File: src/rtl/taint_pkg.sv
// Shared constants and the state encoding for the taint sink.
package taint_pkg;

    localparam logic [63:0] TAG_MASK   = 64'h8000000040000000;
    localparam int          TAG_HI_DEF = 63;
    localparam int          TAG_LO_DEF = 30;

    typedef enum logic [1:0] {
        CLEAN   = 2'd0,
        TAINTED = 2'd1,
        ALARM   = 2'd2
    } state_t;

endpackage

File: src/rtl/taint_pipe_reg.sv
// One-entry valid/ready register slice. in_ready_o = ~out_valid_o | out_ready_i; a word
// transfers on in_valid_i & in_ready_o, and payload stays stable while out_valid_o & ~out_ready_i.
module taint_pipe_reg #(
    parameter int W = 65
) (
    input  logic         clk,
    input  logic         rst,
    input  logic [W-1:0] in_data_i,
    input  logic         in_valid_i,
    output logic         in_ready_o,
    output logic [W-1:0] out_data_o,
    output logic         out_valid_o,
    input  logic         out_ready_i
);

    logic [W-1:0] data_q;
    logic         valid_q;

    assign in_ready_o  = ~valid_q | out_ready_i;
    assign out_data_o  = data_q;
    assign out_valid_o = valid_q;

    always_ff @(posedge clk) begin
        if (rst) begin
            data_q  <= '0;
            valid_q <= 1'b0;
        end else if (in_valid_i && in_ready_o) begin
            data_q  <= in_data_i;
            valid_q <= 1'b1;
        end else if (out_ready_i) begin
            valid_q <= 1'b0;
        end
    end

endmodule

File: src/rtl/taint_sink.sv
// Taint sink: registers words, classifies clean/tainted/malformed, counts and raises a sticky alarm.
// Optional macro TAINT_SINK_DROP_EN: tainted words are counted but not forwarded.
module taint_sink
    import taint_pkg::*;
#(
    parameter int WIDTH  = 64,
    parameter int TAG_HI = TAG_HI_DEF,
    parameter int TAG_LO = TAG_LO_DEF,
    parameter int CNT_W  = 16,
    parameter int THRESH = 4
) (
    input  logic             clk,
    input  logic             rst,
    input  logic [WIDTH-1:0] i,
    input  logic             i_valid,
    output logic             i_ready,
    output logic [WIDTH-1:0] o,
    output logic             o_valid,
    input  logic             o_ready,
    output logic             o_taint,
    output logic [CNT_W-1:0] taint_cnt,
    output logic [CNT_W-1:0] bad_cnt,
    output logic             alarm,
    input  logic             clr,
    output logic [1:0]       state_dbg
);

    localparam logic [CNT_W-1:0] THRESH_C = CNT_W'(THRESH);

    logic             tag;
    logic             malformed;
    logic             accept;
    logic             load_valid;
    logic             slice_ready;

    state_t           state_q, state_d, state_base;
    logic [CNT_W-1:0] taint_cnt_q, taint_cnt_d, taint_base;
    logic [CNT_W-1:0] bad_cnt_q, bad_cnt_d, bad_base;
    logic             alarm_q;

    assign tag       = i[TAG_HI] & i[TAG_LO];
    assign malformed = i[TAG_HI] ^ i[TAG_LO];
    assign i_ready   = slice_ready;
    assign accept    = i_valid & i_ready;

`ifdef TAINT_SINK_DROP_EN
    // Tainted words are still handshaken so upstream never stalls on them.
    assign load_valid = i_valid & ~tag;
`else
    assign load_valid = i_valid;
`endif

    taint_pipe_reg #(.W(WIDTH + 1)) u_pipe (
        .clk        (clk),
        .rst        (rst),
        .in_data_i  ({tag, i}),
        .in_valid_i (load_valid),
        .in_ready_o (slice_ready),
        .out_data_o ({o_taint, o}),
        .out_valid_o(o_valid),
        .out_ready_i(o_ready)
    );

    // clr acts first, then the word accepted in the same cycle is counted.
    always_comb begin
        taint_base  = clr ? '0 : taint_cnt_q;
        bad_base    = clr ? '0 : bad_cnt_q;
        state_base  = clr ? CLEAN : state_q;
        taint_cnt_d = taint_base;
        bad_cnt_d   = bad_base;
        state_d     = state_base;
        if (accept && tag && (taint_base != '1)) begin
            taint_cnt_d = taint_base + 1'b1;
        end
        if (accept && malformed && (bad_base != '1)) begin
            bad_cnt_d = bad_base + 1'b1;
        end
        if (accept && tag && (state_base != ALARM)) begin
            state_d = (taint_cnt_d >= THRESH_C) ? ALARM : TAINTED;
        end
    end

    always_ff @(posedge clk) begin
        if (rst) begin
            state_q     <= CLEAN;
            taint_cnt_q <= '0;
            bad_cnt_q   <= '0;
            alarm_q     <= 1'b0;
        end else begin
            state_q     <= state_d;
            taint_cnt_q <= taint_cnt_d;
            bad_cnt_q   <= bad_cnt_d;
            alarm_q     <= (state_d == ALARM);
        end
    end

    assign taint_cnt = taint_cnt_q;
    assign bad_cnt   = bad_cnt_q;
    assign alarm     = alarm_q;
    assign state_dbg = state_q;

endmodule

File: config.mk
export PLATFORM = sky130hd
export DESIGN_NAME = taint_sink
export DESIGN_NICKNAME = d
export VERILOG_FILES = /design/src/rtl/taint_pkg.sv /design/src/rtl/taint_pipe_reg.sv /design/src/rtl/taint_sink.sv
export SDC_FILE = /design/constraint.sdc
export NUM_CORES = 1
export LEC_CHECK = 0
export ABC_CLOCK_PERIOD_IN_PS = 6780
export BUFFER_PORTS_ARGS = -buffer_cell sky130_fd_sc_hd__buf_2
export CELL_PAD_IN_SITES_DETAIL_PLACEMENT = 0
export CELL_PAD_IN_SITES_GLOBAL_PLACEMENT = 1
export CORE_ASPECT_RATIO = 2
export CORE_UTILIZATION = 37
export DETAILED_ROUTE_END_ITERATION = 10
export PLACE_DENSITY = 0.84
export RECOVER_POWER = 25
export SLEW_MARGIN = 20
export SYNTH_ARGS = -nofsm -noshare
export SYNTH_HDL_FRONTEND = slang
export SYNTH_SLANG_ARGS = --single-unit
File: constraint.sdc
create_clock -name clk -period 6.78 [get_ports clk]
set_input_delay 0.678 -clock clk [delete_from_list [all_inputs] [get_ports clk]]
set_output_delay 0.678 -clock clk [all_outputs]
set_load 0.02 [all_outputs]
Yosys cells after proc, flatten, opt, wreduce, memory -nomap -nowiden
Index checks and enable logic that the tools add are counted.
- muxes and demuxes: 9
- magnitude comparators: 1
- equality and inequality tests: 4
- reductions and logical operators: 7
- bitwise operators: 5
- add/subtract/negate cells: 2
- operators by type and width (cell ; number):
    16-bit two-way mux ; 4
    16-bit by 1-bit adder with 16-bit output, second input constant ; 2
    16-bit != test, second input constant ; 2
    16-bit by 3-bit >= comparator with 1-bit output, second input constant ; 1
    1-bit logical AND ; 6
    2-bit two-way mux ; 3
    1-bit AND ; 2
    2-bit == test, second input constant ; 1
    1-bit two-way mux ; 2
    2-bit != test, second input constant ; 1
    2-bit nonzero test ; 1
    1-bit NOT ; 1
    1-bit bitwise OR ; 1
    1-bit bitwise XOR ; 1
- flip-flop bits (word level): 101
- word-level logic and storage cells: 34

Longest topological paths before layout
Gate-level depths: netlist of run 1.
- depth in word-level cells: 10
- mapped depth: 13
- depth with buffers taken out: 9

Hierarchy
Synthesis of run 1 repeated with hierarchy kept, for this count alone.
- cell total of the unflattened synthesis: 549
- area total of the unflattened synthesis: 4899.7 um^2
- by module, submodules not included (module ; area an instance (um^2) ; instances ; cells an instance ; sequential area each (um^2)):
    taint_pipe_reg ; 2887.8 ; 1 ; 301 ; 1321.3
    taint_sink ; 2011.9 ; 1 ; 248 ; 700.7

Worst setup path after synthesis of run 1
OpenSTA, ideal clock, no wires.
- path type: input port to flip-flop
- start: input port clr
- end: register state_q[1], in the netlist state_dbg[1]
- path slack: 3.395 ns
- stages on the path: 12
- setup time: 0.142 ns
- arrival: 3.243 ns
- required time: 6.638 ns
- path buffers: 3
- cell sequence: buf_2 -> buf_1 -> clkbuf_1 -> nor2b_1 -> ha_1 -> nand4b_4 -> or2_1 -> a2111oi_2 -> xnor2_1 -> o221ai_2 -> a2111oi_4 -> a221oi_1
- longest elaborated chain between the ends: 7
- elaborated cells between the ends (all ways): 11
- ends and longest elaborated chain (element ; line ; text):
    from (decl) ; taint_sink.sv:24 ; input logic clr,
    branches (longest 6 deep; another with 16-bit by 1-bit adder with 16-bit output) ; -- ;
    2-bit two-way mux (*) ; taint_sink.sv:78 ; if (accept && tag && (state_base != ALARM)) begin
    to (signal assigned) ; taint_sink.sv:90 ; state_q <= state_d;
    to (decl) ; taint_sink.sv:36 ; state_t state_q, state_d, state_base;
Mark *: on every way between the ends.
A chain may end at the register's enable or synchronous reset.

Worst setup path after layout of run 1
- start: input port rst
- end: register taint_cnt_q[14], in the netlist taint_cnt[14]
- RTL lines (element ; line ; text):
    from (decl) ; taint_sink.sv:13 ; input logic rst,
    to (signal assigned) ; taint_sink.sv:91 ; taint_cnt_q <= taint_cnt_d;
    to (decl) ; taint_sink.sv:37 ; logic [CNT_W-1:0] taint_cnt_q, taint_cnt_d, taint_base;
No word-level cell between the ends.

==> results of run 1 <==
worst paths after layout:
check | from | endpoint | slack [ns] | depth (start not counted)
worst min-delay path | u_pipe.out_data_o[42]$_SDFFE_PP0P_ | u_pipe.out_data_o[42]$_SDFFE_PP0P_ | 0.45 | 2
worst max register to register | taint_cnt[0]$_SDFF_PP0_ | state_dbg[1]$_SDFF_PP0_ | 3.67 | 9
worst max-delay path | rst | taint_cnt[14]$_SDFF_PP0_ | 3.13 | 3
worst min register to register | u_pipe.out_data_o[42]$_SDFFE_PP0P_ | u_pipe.out_data_o[42]$_SDFFE_PP0P_ | 0.45 | 2
sequential cells by signal, summed over array words and instances, names as in the netlist:
| name | flops |
|---|---|
| u_pipe.out_data_o | 65 |
| bad_cnt | 16 |
| taint_cnt | 16 |
| state_dbg | 2 |
| alarm | 1 |
| u_pipe.out_valid_o | 1 |
synth_stat cells (2+ instances only):
cell type,n
and4b_1,2
a21oi_1,76
nand4_1,6
nor2b_1,11
nor4_1,3
and2_1,6
a31oi_1,2
xor2_1,5
nand3_1,7
xnor2_1,24
nor3b_1,2
nor2_1,39
and3_1,6
dfxtp_1,101
ha_1,3
nor3_1,4
o21ai_0,5
nand2_1,157
nand4b_4,3
buf_1,4
a2111oi_2,2
inv_1,9
nor3_2,2
clkbuf_1,24
nand2b_1,2
o31a_1,2
or3_1,4
buf_2,2
a21o_1,2
o22ai_1,2
power groups by stage:
stage                     clock, mW  sequential, mW  combinational, mW
after floorplan                   0           0.672             0.0588
after global placement            0           0.641              0.146
after detailed placement          0           0.642              0.148
after CTS                     0.548           0.629              0.149
after global routing          0.571           0.633              0.157
final                         0.531           0.629              0.143
critical path, stage by stage:
cell	delay, ns
buf_2	0.09
clkbuf_1	2.74
nor2_1	0.17
metal layers:
metal	vias up	part of all wire, %	routed length, microns	GRT usage (%)
met3	36	4.6	569	4.31
met4	0	4.5	556	12.5
met1	1954	38	4630	21.7
li1	2078	-	-	-
met5	-	0	0	0
met2	139	53	6540	37.2
layout make-up:
cell class,instances,area [sq um]
Multi-Input combinational cell,394,2150
Sequential cell,101,2020
Clock inverter,4,56.3
Fill cell,1179,5870
Clock buffer,12,256
Inverter,9,33.8
Timing Repair Buffer,171,793
Tap cell,142,178
cells by family (layout without fill, tap and decap cells):
logic type,after synthesis,count (layout),synth area share (%)
simple gates,259,259,28.1
compound gates,102,102,14.4
flops,101,101,46.8
buf+inv,40,196,3.71
xor+xnor,29,29,5.88
fa+ha+maj,3,3,0.869
mux,1,1,0.232
stage by stage:
stage	utilization, %	cell area [sq um]	setup WS [ns]
finish	48.3	5490	3.13
global route	48.3	5490	2.78
CTS	48.9	5550	3.60
detailed placement	46.1	5240	3.24
global placement	46.1	5240	3.33
floorplan	-	4320	3.40
==> qor.yml, run 1 <==
logic_synthesis:
  syn_area_sq_mm: 0.00432
  seq_area_frac_synth_pct: 46.8
  synthCells: 535
  synth_ff_type: "dfxtp_1"
  syn_area_per_cell_sq_um: 8.08
  synth_edf_count: 0
  synth.area.top_cells: "dfxtp_1 47%, nand2_1 14%, a21oi_1 8.8%"
  synthesis.nets: 607
  synth_largest_area_cell: "dfxtp_1"
  synth_top_area_share_pct: 46.8
  ys_ff_latch: 101
  ys_warn_count: 0
  yosysUniqueCellTypes: 48
  async_flop_share_pct: 0
floorplanning:
  die_y_microns: 155
  placementRows: 55
  die_x_microns: 78.4
  die_area_sq_mm: 0.0121
  start_util_pct: 38.1
  ios: 171
  core_area_sq_mm: 0.0114
final_layout:
  area_growth_syn_to_layout_pct: 27.0
  fin_cells: 833
  num_antenna_cells: 0
  layout_commonest_cell: "nand2_1"
  final_cell_mix: "156 x nand2_1, 121 x buf_2, 101 x dfxtp_1"
  nets: 758
  drive_gt1_share_pct: 22.1
sta:
  final-setup-viol-count: 0
  setup_tns_ns: 0
  tightest_slew_ns: 3.91
  slew_viol_final: 87
  hold_viol: 0
  fmax_mhz: 274
  period_minus_slack_ns: 3.65
  relSlewSlack_pct: -161
  whs_ns: 0.453
  rsz0062_at_grt: "false"
  period_share_pct: 53.9
  fin_worst_skew_ns: 0.00913
drt:
  drtIter0Drc: 209
  wl_per_cell_microns: 14.8
  drc: 0
  dr.pass1.iters: 4
  via_count: 4207
  vias_per_cell: 5.05
  ant_nets: 0
  wl_microns: 12300
power_and_ir_drop:
  switching_share_pct: 25.4
  power_frac_seq_pct: 48.3
  p_leak_nw: 2.33
  vdd_ir_drop_max_v: 0.000205
  clockPowerShare_pct: 40.7
  p_total_mw: 1.30
  net-switching-power_mw: 0.331
  power_frac_comb_pct: 11.0
  internal_power_mw: 0.973
  p_per_area_mw_per_mm2: 237
clock_tree:
  cts_tree: "yes"
  htreeDepth: 3
  insertion_delay_ns: 0.34
  path_clk_slew_ns: 0.07
  cts_resized: 0
  cts_root_buf: "clkbuf_16"
  postCtsSetupRepairBufs: 0
  cts_sinks: 101
  clockBufferDepth: 2
  cts_made_buffers: 9
  hold_buffers: 0
worst_hold_path:
  hp-class: "reg2reg"
place:
  port_buffers: 170
  dpl.cell_count: 817
  gp_congestion: 0.916
  dp_hpwl_microns: 8830
global_route:
  antenna_found_initial: 0
  grt_pass1_wl_microns: 19800
  grt_use_total_pct: 20.8
  overflow: 0
  grt_pass1_vias: 4133
  grt_max_degree: 87
critical_path:
  crit_arrival_ns: 3.72
  cp_max_fo: 86
  path_class: "in2reg"
  worstSetupEndpointType: "register"
  start_kind: "input pin"
  required_ns: 6.84
status:
  status: "finished, violations left"
  failed_checks: "capacitance limit, slew limit"
flow_run:
  cap_violations: 1
Power figures use the tool's default switching activity.
==> inputs of run 2 (changes only) <==
ABC_AREA = 1   (was default)
ABC_CLOCK_PERIOD_IN_PS = 3200   (was 6780)
CORE_UTILIZATION = 30   (was 37)
PLACE_DENSITY = 0.75   (was 0.84)
clock period = 3.2 ns   (was 6.78 ns; I/O delays follow)
==> qor.yml, run 2 <==
flow_run:
  cap_violations: 0
critical_path:
  path_class: "reg2reg"
  start_kind: "register"
  crit_family: "simple AND/OR/NAND/NOR gates"
  crit_chain: "nand2_1 -> nand2_1 -> inv_2 -> nand2_1 -> inv_1 -> o21ai_1 -> buf_4 -> nand2_1 -> nand2_1 -> nor2_1 -> nand2_1 -> nor2_1 -> nand2_1 -> nand2_2 -> o21ai_1 -> nand2_1 -> inv_1"
  crit_arrival_ns: 2.98
  cp_slowest_cell: "nand2_1"
  path_buf_inv: 4
  max_stage_delay_ns: 0.39
  cp_max_fo: 14
  path_common_cell: "nand2_1"
  required_ns: 3.44
  worstSetupEndpointType: "register"
final_layout:
  final_cell_area_sq_mm: 0.00574
  layout_commonest_cell: "nor2_1"
  fin_cells: 1004
  largest_reg_flops: 65
  final_cell_mix: "179 x nor2_1, 121 x buf_2, 101 x dfxtp_1"
  area_growth_syn_to_layout_pct: 29.1
  drive_gt1_share_pct: 20.2
  nets: 880
logic_synthesis:
  async_flop_share_pct: 0
  ys_warn_count: 0
  syn_area_per_cell_sq_um: 6.85
  synthCells: 649
  synth_ff_type: "dfxtp_1"
  synth_edf_count: 0
  yosys-top-cells-count: "179 x nor2_1, 101 x dfxtp_1, 100 x nand2_1, 82 x o21ai_0, 56 x inv_1"
  syn_area_sq_mm: 0.00445
  synthesis.nets: 721
  synth.area.top_cells: "dfxtp_1 45%, nor2_1 15%, o21ai_0 9.2%"
  synth_largest_area_cell: "dfxtp_1"
  ys_ff_latch: 101
  synth.most_common_cell: "nor2_1"
  seq_area_frac_synth_pct: 45.5
  synth_top_area_share_pct: 45.5
  yosysUniqueCellTypes: 30
drt:
  vias_per_cell: 4.61
  wl_microns: 14400
  wl_per_cell_microns: 14.3
  drtIter0Drc: 143
  ant_nets: 0
  dr.pass1.iters: 4
  drc: 0
  via_count: 4631
clock_tree:
  cts_sinks: 101
  path_clk_slew_ns: 0.07
  htreeDepth: 3
  hold_buffers: 0
  cts_made_buffers: 9
  insertion_delay_ns: 0.34
  cts_resized: 0
  cts_root_buf: "clkbuf_16"
  clockBufferDepth: 2
  postCtsSetupRepairBufs: 0
  cts_tree: "yes"
floorplanning:
  die_area_sq_mm: 0.0153
  ios: 171
  start_util_pct: 30.8
  core_area_sq_mm: 0.0144
  placementRows: 62
  die_y_microns: 174
  die_x_microns: 88.1
power_and_ir_drop:
  p_total_mw: 2.98
  p_leak_nw: 2.61
  switching_share_pct: 25.9
  clockPowerShare_pct: 41.7
  internal_power_mw: 2.21
  net-switching-power_mw: 0.772
  vdd_ir_drop_max_v: 0.000275
  p_per_area_mw_per_mm2: 519
  power_frac_comb_pct: 12.6
  power_frac_seq_pct: 45.7
place:
  port_buffers: 170
  placed_cell_area_sq_mm: 0.00547
  gp_congestion: 0.845
  dp_hpwl_microns: 10900
  dpl.cell_count: 989
sta:
  hold_viol: 0
  final-setup-viol-count: 0
  period_minus_slack_ns: 2.74
  slew_viol_final: 0
  rsz0062_at_grt: "false"
  fin_worst_skew_ns: 0.00845
  tightest_slew_ns: 0.685
  fmax_mhz: 365
  relSlewSlack_pct: 54.3
  setup_tns_ns: 0
  period_share_pct: 85.7
global_route:
  grt_pass1_vias: 4445
  antenna_found_initial: 1
  grt_max_degree: 65
  overflow: 0
  grt_use_total_pct: 18.9
  grt_pass1_wl_microns: 21900
status:
  status: "complete, no violations"
worst_hold_path:
  hp-class: "in2reg"
-- run 2: cell count changes after synthesis, moves of 5 or more --
cell / delta
nor2_1: +140
o21ai_0: +77
nand2_1: -57
a21oi_1: -52
inv_1: +47
xnor2_1: -21
nand3_1: +16
nor2b_1: -11
and2_1: -6
and3_1: -6
nand2_2: +5
-- run 2: stage by stage --
step / setup WS (ns) / utilization (%) / hold WS, ns
detailed placement: 0.500 / 37.9 / 0.466
global placement: 0.533 / 37.9 / 0.457
CTS: 0.567 / 40.2 / 0.211
finish: 0.458 / 39.8 / 0.225
global route: 0.269 / 39.8 / 0.230
floorplan: 0.534 / - / 0.396
-- run 2: area by class of cell --
type                       count  area (sq um)
multi-input combinational    459          2060
tap                          192           240
fill                        1688          8680
sequential                   101          2020
antenna                        1          2.50
clock buffer                   9           225
inverter                      58           218
clock inverter                 5           108
timing repair buffer         179           870
-- run 2: power by group through the flow --
stage                     clock network, mW  logic [mW]  registers, mW
after floorplan                           0       0.150           1.47
after global placement                    0       0.393           1.39
after detailed placement                  0       0.394           1.39
after CTS                              1.29       0.394           1.36
after global routing                   1.34       0.414           1.37
final                                  1.24       0.375           1.36
-- run 2: worst register-to-register path: cells and delay by family (launching register included) --
family / cells / cell delay [ns]
buffers and inverters: 4 / 0.57
AO/OA/AOI/OAI: 2 / 0.18
flip-flops: 1 / 0.34
AND/OR/NAND/NOR: 11 / 1.55
-- run 2: final timing paths --
kind	start	end	slack, ns	cells after the start
max	u_pipe.out_valid_o$_SDFFE_PP0P_	alarm$_SDFF_PP0_	0.46	17
min	i[61]	u_pipe.out_data_o[61]$_SDFFE_PP0P_	0.23	3
max reg2reg	u_pipe.out_valid_o$_SDFFE_PP0P_	alarm$_SDFF_PP0_	0.46	17
min reg2reg	u_pipe.out_data_o[64]$_SDFFE_PP0P_	u_pipe.out_data_o[64]$_SDFFE_PP0P_	0.48	2
-- run 2: logic make-up (layout without fill, tap and decap cells) --
family	after synthesis	in the layout	synth area share (%)
buffers and inverters	89	251	8.24
XOR/XNOR	4	4	0.788
AND/OR/NAND/NOR	339	339	31.8
adder cells (fa/ha/maj)	3	3	0.844
AO/OA/AOI/OAI	113	113	12.8
flip-flops	101	101	45.5
other	0	1	0
-- run 2: per-layer routing --
metal	part of all wire, %	global-route usage [%]
met1	36	18.3
met2	56	36.7
met3	3.3	2.94
met4	4.2	9.74
met5	0	0
==> inputs of run 3 (changes only) <==
PLACE_DENSITY = 0.85   (was 0.75)
==> qor.yml, run 3 (synthesized netlist as in run 2, its figures left out) <==
status:
  status: "complete, no violations"
final_layout:
  final_cell_area_sq_mm: 0.00569
  nets: 879
  num_antenna_cells: 0
  final_cell_mix: "179 x nor2_1, 120 x buf_2, 101 x dfxtp_1"
  fin_cells: 1004
  layout_commonest_cell: "nor2_1"
  area_growth_syn_to_layout_pct: 28.0
  drive_gt1_share_pct: 20.2
  largest_reg_flops: 65
  fin_util_pct: 39.4
drt:
  drc: 0
  wl_per_cell_microns: 13.5
  drtIter0Drc: 195
  vias_per_cell: 4.59
  dr.pass1.iters: 4
  via_count: 4607
  ant_nets: 0
  wl_microns: 13600
power_and_ir_drop:
  power_frac_comb_pct: 13.5
  clockPowerShare_pct: 37.6
  p_leak_nw: 2.57
  p_per_area_mw_per_mm2: 488
  net-switching-power_mw: 0.797
  vdd_ir_drop_max_v: 0.000331
  internal_power_mw: 1.98
  switching_share_pct: 28.7
  power_frac_seq_pct: 48.9
worst_hold_path:
  hp-class: "in2reg"
floorplanning:
  die_x_microns: 88.1
  ios: 171
  placementRows: 62
  die_y_microns: 174
  die_area_sq_mm: 0.0153
  core_area_sq_mm: 0.0144
  start_util_pct: 30.8
critical_path:
  path_class: "reg2reg"
  crit_chain: "inv_1 -> nor2_1 -> ha_1 -> nand2_1 -> nor2_1 -> nand2_2 -> o21ai_1 -> buf_4 -> nand2_1 -> nand2_1 -> inv_1 -> nor2_1 -> nand2_1 -> nor2_1 -> nand2_1 -> nand2_2 -> o21ai_1 -> nand2_1 -> inv_1"
  crit_arrival_ns: 2.68
  path_common_cell: "nand2_1"
  start_kind: "register"
  cp_max_fo: 9
  worstSetupEndpointType: "register"
  max_stage_delay_ns: 0.36
  cp_slowest_cell: "dfxtp_1"
  required_ns: 3.45
sta:
  period_minus_slack_ns: 2.43
  slew_viol_final: 0
  final-setup-viol-count: 0
  relSlewSlack_pct: 54.8
  hold_viol: 0
  fin_worst_skew_ns: 0.00869
  setup_tns_ns: 0
  period_share_pct: 76.0
  rsz0062_at_grt: "false"
  tightest_slew_ns: 0.678
  fmax_mhz: 411
  setup_ws_ns: 0.767
global_route:
  grt_use_total_pct: 18.3
  grt_max_degree: 80
  overflow: 0
  grt_pass1_vias: 4368
  antenna_found_initial: 0
  grt_pass1_wl_microns: 21300
clock_tree:
  path_clk_slew_ns: 0.08
  hold_buffers: 0
  postCtsSetupRepairBufs: 0
  cts_tree: "yes"
  htreeDepth: 3
  cts_resized: 0
  cts_sinks: 101
  cts_root_buf: "clkbuf_16"
  insertion_delay_ns: 0.35
  clockBufferDepth: 2
  cts_made_buffers: 9
place:
  placed_cell_area_sq_mm: 0.00548
  port_buffers: 170
  dp_hpwl_microns: 10100
  gp_congestion: 0.856
  dpl.cell_count: 988
  pre_cts_ws_ns: 0.651
flow_run:
  cap_violations: 0
run 3: cell types whose count changed in the layout (fill, tap and decap cells not counted), sizes merged:
cell and change:
buf -2, bufinv -3, clkbuf +2, clkinv +1, clkinvlp +3, diode -1
run 3: final timing paths:
kind                                                          from                            endpoint  slack [ns]  cells after the start
worst max register to register             taint_cnt[1]$_SDFF_PP0_                    alarm$_SDFF_PP0_        0.77                     19
worst max-delay path                       taint_cnt[1]$_SDFF_PP0_                    alarm$_SDFF_PP0_        0.77                     19
worst min-delay path                                         i[43]  u_pipe.out_data_o[43]$_SDFFE_PP0P_        0.22                      3
worst min register to register  u_pipe.out_data_o[64]$_SDFFE_PP0P_  u_pipe.out_data_o[64]$_SDFFE_PP0P_        0.47                      2
run 3: through the flow:
step	total power, mW	hold slack (ns)
floorplan	1.62	0.396
global placement	1.78	0.452
detailed placement	1.78	0.457
CTS	2.83	0.209
global route	2.91	0.218
finish	2.78	0.218
run 3: cell type report:
class | count | area (sq um)
Timing Repair Buffer | 178 | 873
Clock buffer | 10 | 229
Clock inverter | 6 | 47.5
Sequential cell | 101 | 2020
Multi-Input combinational cell | 459 | 2060
Fill cell | 1687 | 8740
Inverter | 58 | 218
Tap cell | 192 | 240
run 3: metal layers:
layer | part of all wire, % | track usage (%)
met1 | 37 | 18.2
met2 | 55 | 33.9
met3 | 3.6 | 3.28
met4 | 5.1 | 11.2
met5 | 0 | 0
run 3: power by group through the flow:
stage | Combinational, mW | Clock [mW] | Sequential (mW)
after floorplan | 0.150 | 0 | 1.47
after global placement | 0.391 | 0 | 1.39
after detailed placement | 0.394 | 0 | 1.39
after CTS | 0.395 | 1.07 | 1.36
after global routing | 0.415 | 1.12 | 1.37
final | 0.375 | 1.04 | 1.36
run 3: critical path, delay by kind of cell, from the launching register on:
kind	cells	cell delay [ns]
and+or+nand+nor	12	1.13
DFF	1	0.36
buffers and inverters	4	0.34
AOI/OAI and AO/OA	2	0.29
adders and majority gates	1	0.22
